==> src/rtl/regfile_pkg.sv <==
// rtl/regfile_pkg.sv - shared register-file constants and address/data types
package regfile_pkg;

  localparam int REG_DW = 32;
  localparam int REG_AW = 5;
  localparam int REG_N  = 32;
  localparam logic [REG_AW-1:0] REG_ZERO = 5'd0;

  typedef logic [REG_AW-1:0] reg_addr_t;
  typedef logic [REG_DW-1:0] reg_data_t;

endpackage

==> src/rtl/regfile_wdec.sv <==
// rtl/regfile_wdec.sv - one-hot write decoder; entry 0 never receives a write enable
module regfile_wdec #(
  parameter int AW = 5,
  parameter int N  = 2 ** AW
) (
  input  logic          we,
  input  logic [AW-1:0] wn,
  output logic [N-1:0]  wen
);

  always_comb begin
    wen = '0;
    for (int i = 1; i < N; i++) begin
      wen[i] = we && (wn == AW'(i));
    end
  end

endmodule

==> src/rtl/regfile_32x32.sv <==
// rtl/regfile_32x32.sv - 32x32 register file, two async read ports, one sync write port
// Optional same-cycle write-through forwarding under REGFILE_BYPASS_EN.
module regfile_32x32
  import regfile_pkg::*;
#(
  parameter int DW = REG_DW,
  parameter int AW = REG_AW
) (
  input  logic          Clk,
  input  logic          Rst,
  input  logic [AW-1:0] Ra,
  input  logic [AW-1:0] Rb,
  output logic [DW-1:0] Qa,
  output logic [DW-1:0] Qb,
  input  logic          We,
  input  logic [AW-1:0] Wn,
  input  logic [DW-1:0] D
);

  localparam int N = 2 ** AW;

  logic [DW-1:0] regs_q [N];
  logic [DW-1:0] regs_d [N];
  logic [N-1:0]  wen;

  regfile_wdec #(
    .AW (AW),
    .N  (N)
  ) u_wdec (
    .we  (We),
    .wn  (Wn),
    .wen (wen)
  );

  always_comb begin
    for (int i = 0; i < N; i++) begin
      regs_d[i] = wen[i] ? D : regs_q[i];
    end
  end

  // Reset wins over a coincident write: the whole array clears on that edge.
  always_ff @(posedge Clk) begin
    if (Rst) begin
      for (int i = 0; i < N; i++) begin
        regs_q[i] <= '0;
      end
    end else begin
      regs_q <= regs_d;
    end
  end

  always_comb begin
    Qa = regs_q[Ra];
    Qb = regs_q[Rb];
`ifdef REGFILE_BYPASS_EN
    if (!Rst && We && (Wn != '0) && (Wn == Ra)) Qa = D;
    if (!Rst && We && (Wn != '0) && (Wn == Rb)) Qb = D;
`endif
    if (Ra == '0) Qa = '0;
    if (Rb == '0) Qb = '0;
  end

endmodule

==> config.mk <==
export PLATFORM = sky130hd
export DESIGN_NAME = regfile_32x32
export DESIGN_NICKNAME = d
export VERILOG_FILES = /design/src/rtl/regfile_pkg.sv /design/src/rtl/regfile_wdec.sv /design/src/rtl/regfile_32x32.sv
export SDC_FILE = /design/constraint.sdc
export NUM_CORES = 2
export LEC_CHECK = 0
export BUFFER_PORTS_ARGS = -buffer_cell sky130_fd_sc_hd__buf_2
export CAP_MARGIN = 20
export CORE_MARGIN = 5
export CORE_UTILIZATION = 45
export DETAILED_ROUTE_END_ITERATION = 12
export SYNTH_ARGS = -nofsm -noshare
export SYNTH_HDL_FRONTEND = slang
export SYNTH_SLANG_ARGS = --single-unit
==> constraint.sdc <==
create_clock -name Clk -period 10.9 [get_ports Clk]
set_input_delay 3.27 -clock Clk [delete_from_list [all_inputs] [get_ports Clk]]
set_output_delay 3.27 -clock Clk [all_outputs]
set_load 0.02 [all_outputs]
# == After elaboration in Yosys (flattened, before gate mapping) ==
# Cells that the tools add are included.
# word_totals
out_inout_bits,64
regBits,992
elab_cells,107
input_bits,50
# classes
n_reduce_logical,33
n_eq_ne,31
order_cmp,2
muxes,8
n_bitwise,2
# op_table
cell,count
binary-select mux 32 bit (select 5 bit),2
two-way mux 32 bit,6
equality test 5 bit (second input constant),16
equality test 5 x 4 -> 1 bit (second input constant),8
logical AND 1 bit,31
equality test 5 x 3 -> 1 bit (second input constant),4
>= comparator 6 bit (second input constant),2
inverter 5 -> 6 bit,2
equality test 5 x 2 -> 1 bit (second input constant),2
logical NOT 5 bit,2
equality test 5 x 1 -> 1 bit (second input constant),1

# == Depth between registers and ports, before layout ==
# depth
depth_word,5
depth_mapped,9
depth_no_buf,5

# == Modules after synthesis ==
# From an unflattened synthesis, not the netlist that was laid out.
# hier_totals
hier_cells,4810
hier_area_um2,52614.2
# by_module_without_submodules
mod,cells_per_inst,seq_area_each_um2,area_each_um2,instances
regfile_32x32,4762,20499.7,52376.5,1
regfile_wdec,48,0.0,237.7,1

# == Worst setup path after synthesis ==
# No wires, ideal clock.
# synth_timing
path_kind,input to output
from,input port Ra[1]
to,output port Qa[17]
arrival_ns,4.915
setup_slack_ns,2.715
required_time_ns,7.630
path_buffers,3
path_stages,7
cell_sequence,buf_6 -> or3_1 -> clkbuf_1 -> clkbuf_1 -> o221ai_1 -> a221oi_1 -> a221oi_1
# synth_via
elab_chain_cells,5
word_cells_on_any_way,6
cone_classes,4 x mux; 1 x bitwise; 1 x reduce/logical
# synth_lines
item,line,source
start: declaration,regfile_32x32.sv:11,"input logic [AW-1:0] Ra,"
inverter 5 -> 6 bit (not written as such),regfile_32x32.sv:53,Qa = regs_q[Ra];
binary-select mux 32 bit (select 5 bit),regfile_32x32.sv:53,
two-way mux 32 bit (not written as such) (2 in a row),regfile_32x32.sv:53,
two-way mux 32 bit *,regfile_32x32.sv:59,if (Ra == '0) Qa = '0;
end: declaration,regfile_32x32.sv:13,"output logic [DW-1:0] Qa,"
# Every way passes the cells marked *; elsewhere a longest branch is shown, timed or not. The select of a mux whose other input is x is not followed.

# == Worst setup path after layout ==
# layout_timing
from,input port Ra[1]
to,output port Qa[12]
# The elaborated chain is that of the path after synthesis.

==> run metrics <==
status finished, final reports clean; drt pass-1 iters 7; mapped cell area between 50000 and 60000 sq um; Clock power frac between 40% and 50%; Total Die Area between 100000 and 150000 sq um; Post-Route WL 204000 microns; Tot Pwr between 8 and 9 mW; Ports approximately 110; Final period util between 90% and 100%; syn nets just under 6000; clk_lat worst skew roughly 0.7 ns; Compound-Gate Fraction of Synth Area 13.9%; max FFs per register between 900 and 1000; register area share after synthesis 39.3%; Place WS between 1 and 1.5 ns; peak supply drop 0.131 mV; row cnt ~120; largest net degree at the start of global routing 216; flop-to-flop setup slack 10.18 ns; Final min period slightly below 10 ns; max-cap violations 0; biggest regs regs_q x992; setup TNS 0 ns; port buffer count between 100 and 150; worst rel slew slack 17.3%; Routed Antenna Nets 0; post-synth cell types 44; CTS H-tree lvls 3; wire length on met2 between 80000 and 90000 microns; Routed met1 length 77000 microns; TritonCTS Buffers between 100 and 150; Final nets 5569; commonest non-fill, non-tap cell in the layout nand2_1; Worst EP arrival 6.55 ns; Int Pwr ~6.0 mW; post-synthesis mux area share 24.0%; Worst Hold Class reg2reg; gpl congestion 0.870; Worst setup SP type primary input; cells on worst reg2reg path 2; routed length per instance 28.6 microns; fraction of registers with async set or reset after synthesis 0%; Initial Utilization between 40% and 50%; CP max FO 62; adder-cell area share of the yosys netlist 0%; Hold Path End regs_q[675]; syn_area_per_cell around 8.8 sq um; Worst Path Required approximately 7.6 ns; top sig layer met5; gr usage total 32.7%; hpwl dp roughly 120000 microns; Logic pwr share 8.7%; Worst Clk Skew 0 ns; Fmax 102 MHz; worst r2r dst regs_q[612]; global-route wire length before repair 294000 microns; final-report hold violation count 0; CP Class in2out; via count 45576; commonest cells after routing, fill and taps aside nand2_1 (2067), a21oi_1 (1010), dfxtp_1 (992); slowest stage delay, CP a little over 0.8 ns; Crit-path slowest cell nor3_1; Clock Tree Buf Depth 3; Simple-Gate Fraction of Synth Area about 17%; Worst setup EP type output pin; CTS tree yes; sw power 2.10 mW; met3 routed WL about 25000 microns; post-cts resize count 0; core area around 110000 sq um; GRT overflow 0; Final Worst Setup Slack approximately 1.1 ns; Top reg by flops regs_q; clock-pin slew on the worst setup and hold paths ~0.060 ns; DRT iter0 DRCs 6581; Die H ~350 microns; root buf cell clkbuf_16; Final Max Slew Viols 0; number of flops mapped to enable cells by yosys 0; largest family of logic cells by synthesized area multiplexers; Hold Path Stages 2; area of the multi-input gates between 20000 and 30000 sq um; CP most frequent cell nor3_1; PwrDens ~150 nW/um^2; Seq cells post-synth 992; fill count ~11000; register area a little under 20000 sq um; RSZ-0062 raised after global routing no; number of clock sinks 992; worst-margin pin slew about 1.2 ns; Flop pwr share approximately 45%; initial antenna violation count 19; sw frac 25.9%; Synthesis Warnings 0; Gate Count Post-Synth 5765; hold wc startpoint regs_q[675]; xor and xnor area share after synthesis 0%; Main synth FF type dfxtp_1; chip width approximately 350 microns; Final setup viols 0; leakage approximately 18 nW; # DRC 0; hold_buf cts 0; via/cell ratio approximately 6.4; Setup Buffers After CTS 0; Area Overhead vs Synth 9.67%; layout cells sized above 1 about 17%; reg2reg start regs_q[612]; crit path cell chain buf_8, buf_4, mux4_2, nor2_1, nor3_1, a2111oi_1, nor3_1, buf_2; vias in the first global route between 40000 and 50000
logic make-up after synthesis:
family,after synthesis
multiplexers,665
buffers and inverters,596
flip-flops,992
AND/OR/NAND/NOR,2275
AO/OA/AOI/OAI,1237
Yosys cell counts, types with 8 or more instances:
library cell	count	share of area [%]
mux4_1	15	0.78
a211oi_1	10	0.15
mux2_2	79	1.8
a2111o_1	32	0.71
a221oi_1	71	1.2
clkbuf_1	408	3.0
dfxtp_1	992	39
nand2_1	2096	16
buf_1	12	0.089
o21ai_0	12	0.12
nor3_1	18	0.18
nor3_2	9	0.18
nor2b_1	15	0.19
mux2i_1	162	3.2
buf_4	50	0.74
o2111ai_1	14	0.24
o221ai_1	43	0.75
a221o_1	8	0.16
and2_1	10	0.12
o22ai_1	14	0.17
mux4_2	409	18
nor2_1	91	0.68
o211ai_1	8	0.12
a21oi_1	1010	10
buf_6	15	0.33
buf_2	108	1.1
worst max-delay path, delay by kind of cell:
| family | cells | cell delay (ns) |
|---|---|---|
| buffers and inverters | 3 | 1.56 |
| AND/OR/NAND/NOR | 3 | 1.12 |
| multiplexers | 1 | 0.33 |
| AO/OA/AOI/OAI | 1 | 0.09 |
how the worst max path moves through the flow:
stage,to,slack [ns],start,cells after the start
after global routing,Qa[12],1.12,Ra[1],8
after detailed placement,Qa[4],1.28,Ra[1],9
after floorplan,Qa[17],2.71,Ra[1],7
final,Qa[12],1.08,Ra[1],8
after global placement,Qa[14],1.20,Ra[1],6
after CTS,Qa[4],1.28,Ra[1],9
power groups by stage:
stage | registers [mW] | clock network (mW) | logic, mW
2_1_floorplan | 3.74 | 0 | 0.445
3_3_place_gp | 3.75 | 0 | 0.682
3_5_place_dp | 3.75 | 0 | 0.687
4_1_cts | 3.67 | 3.76 | 0.687
5_1_grt | 3.67 | 3.91 | 0.726
6_report | 3.67 | 3.74 | 0.705
final cells by class:
cell class	instances	area share (%)
multi-input combinational	4177	51.0
sequential	992	35.8
clock buffer	149	5.61
tap	1500	3.39
timing repair buffer	240	3.27
clock inverter	37	0.774
antenna	16	0.0722
inverter	1	0.00903
per-layer routing:
metal / up-vias / GRT usage, %
met5: - / 0.560
met2: 2886 / 48.9
met1: 22426 / 43.2
li1: 19691 / -
met3: 565 / 9.07
met4: 8 / 17.4
through the flow:
stage / utilization [%] / instances / cell area (sq um) / hold WS, ns
global placement: 46.2 / 6908 / 51800 / 0.450
finish: 49.5 / 7112 / 55400 / 0.465
floorplan: - / 5765 / 50500 / 0.441
global route: 49.4 / 7101 / 55400 / 0.482
CTS: 49.4 / 7095 / 55400 / 0.464
detailed placement: 46.2 / 6909 / 51800 / 0.455
(Power assumes the default switching activity.)
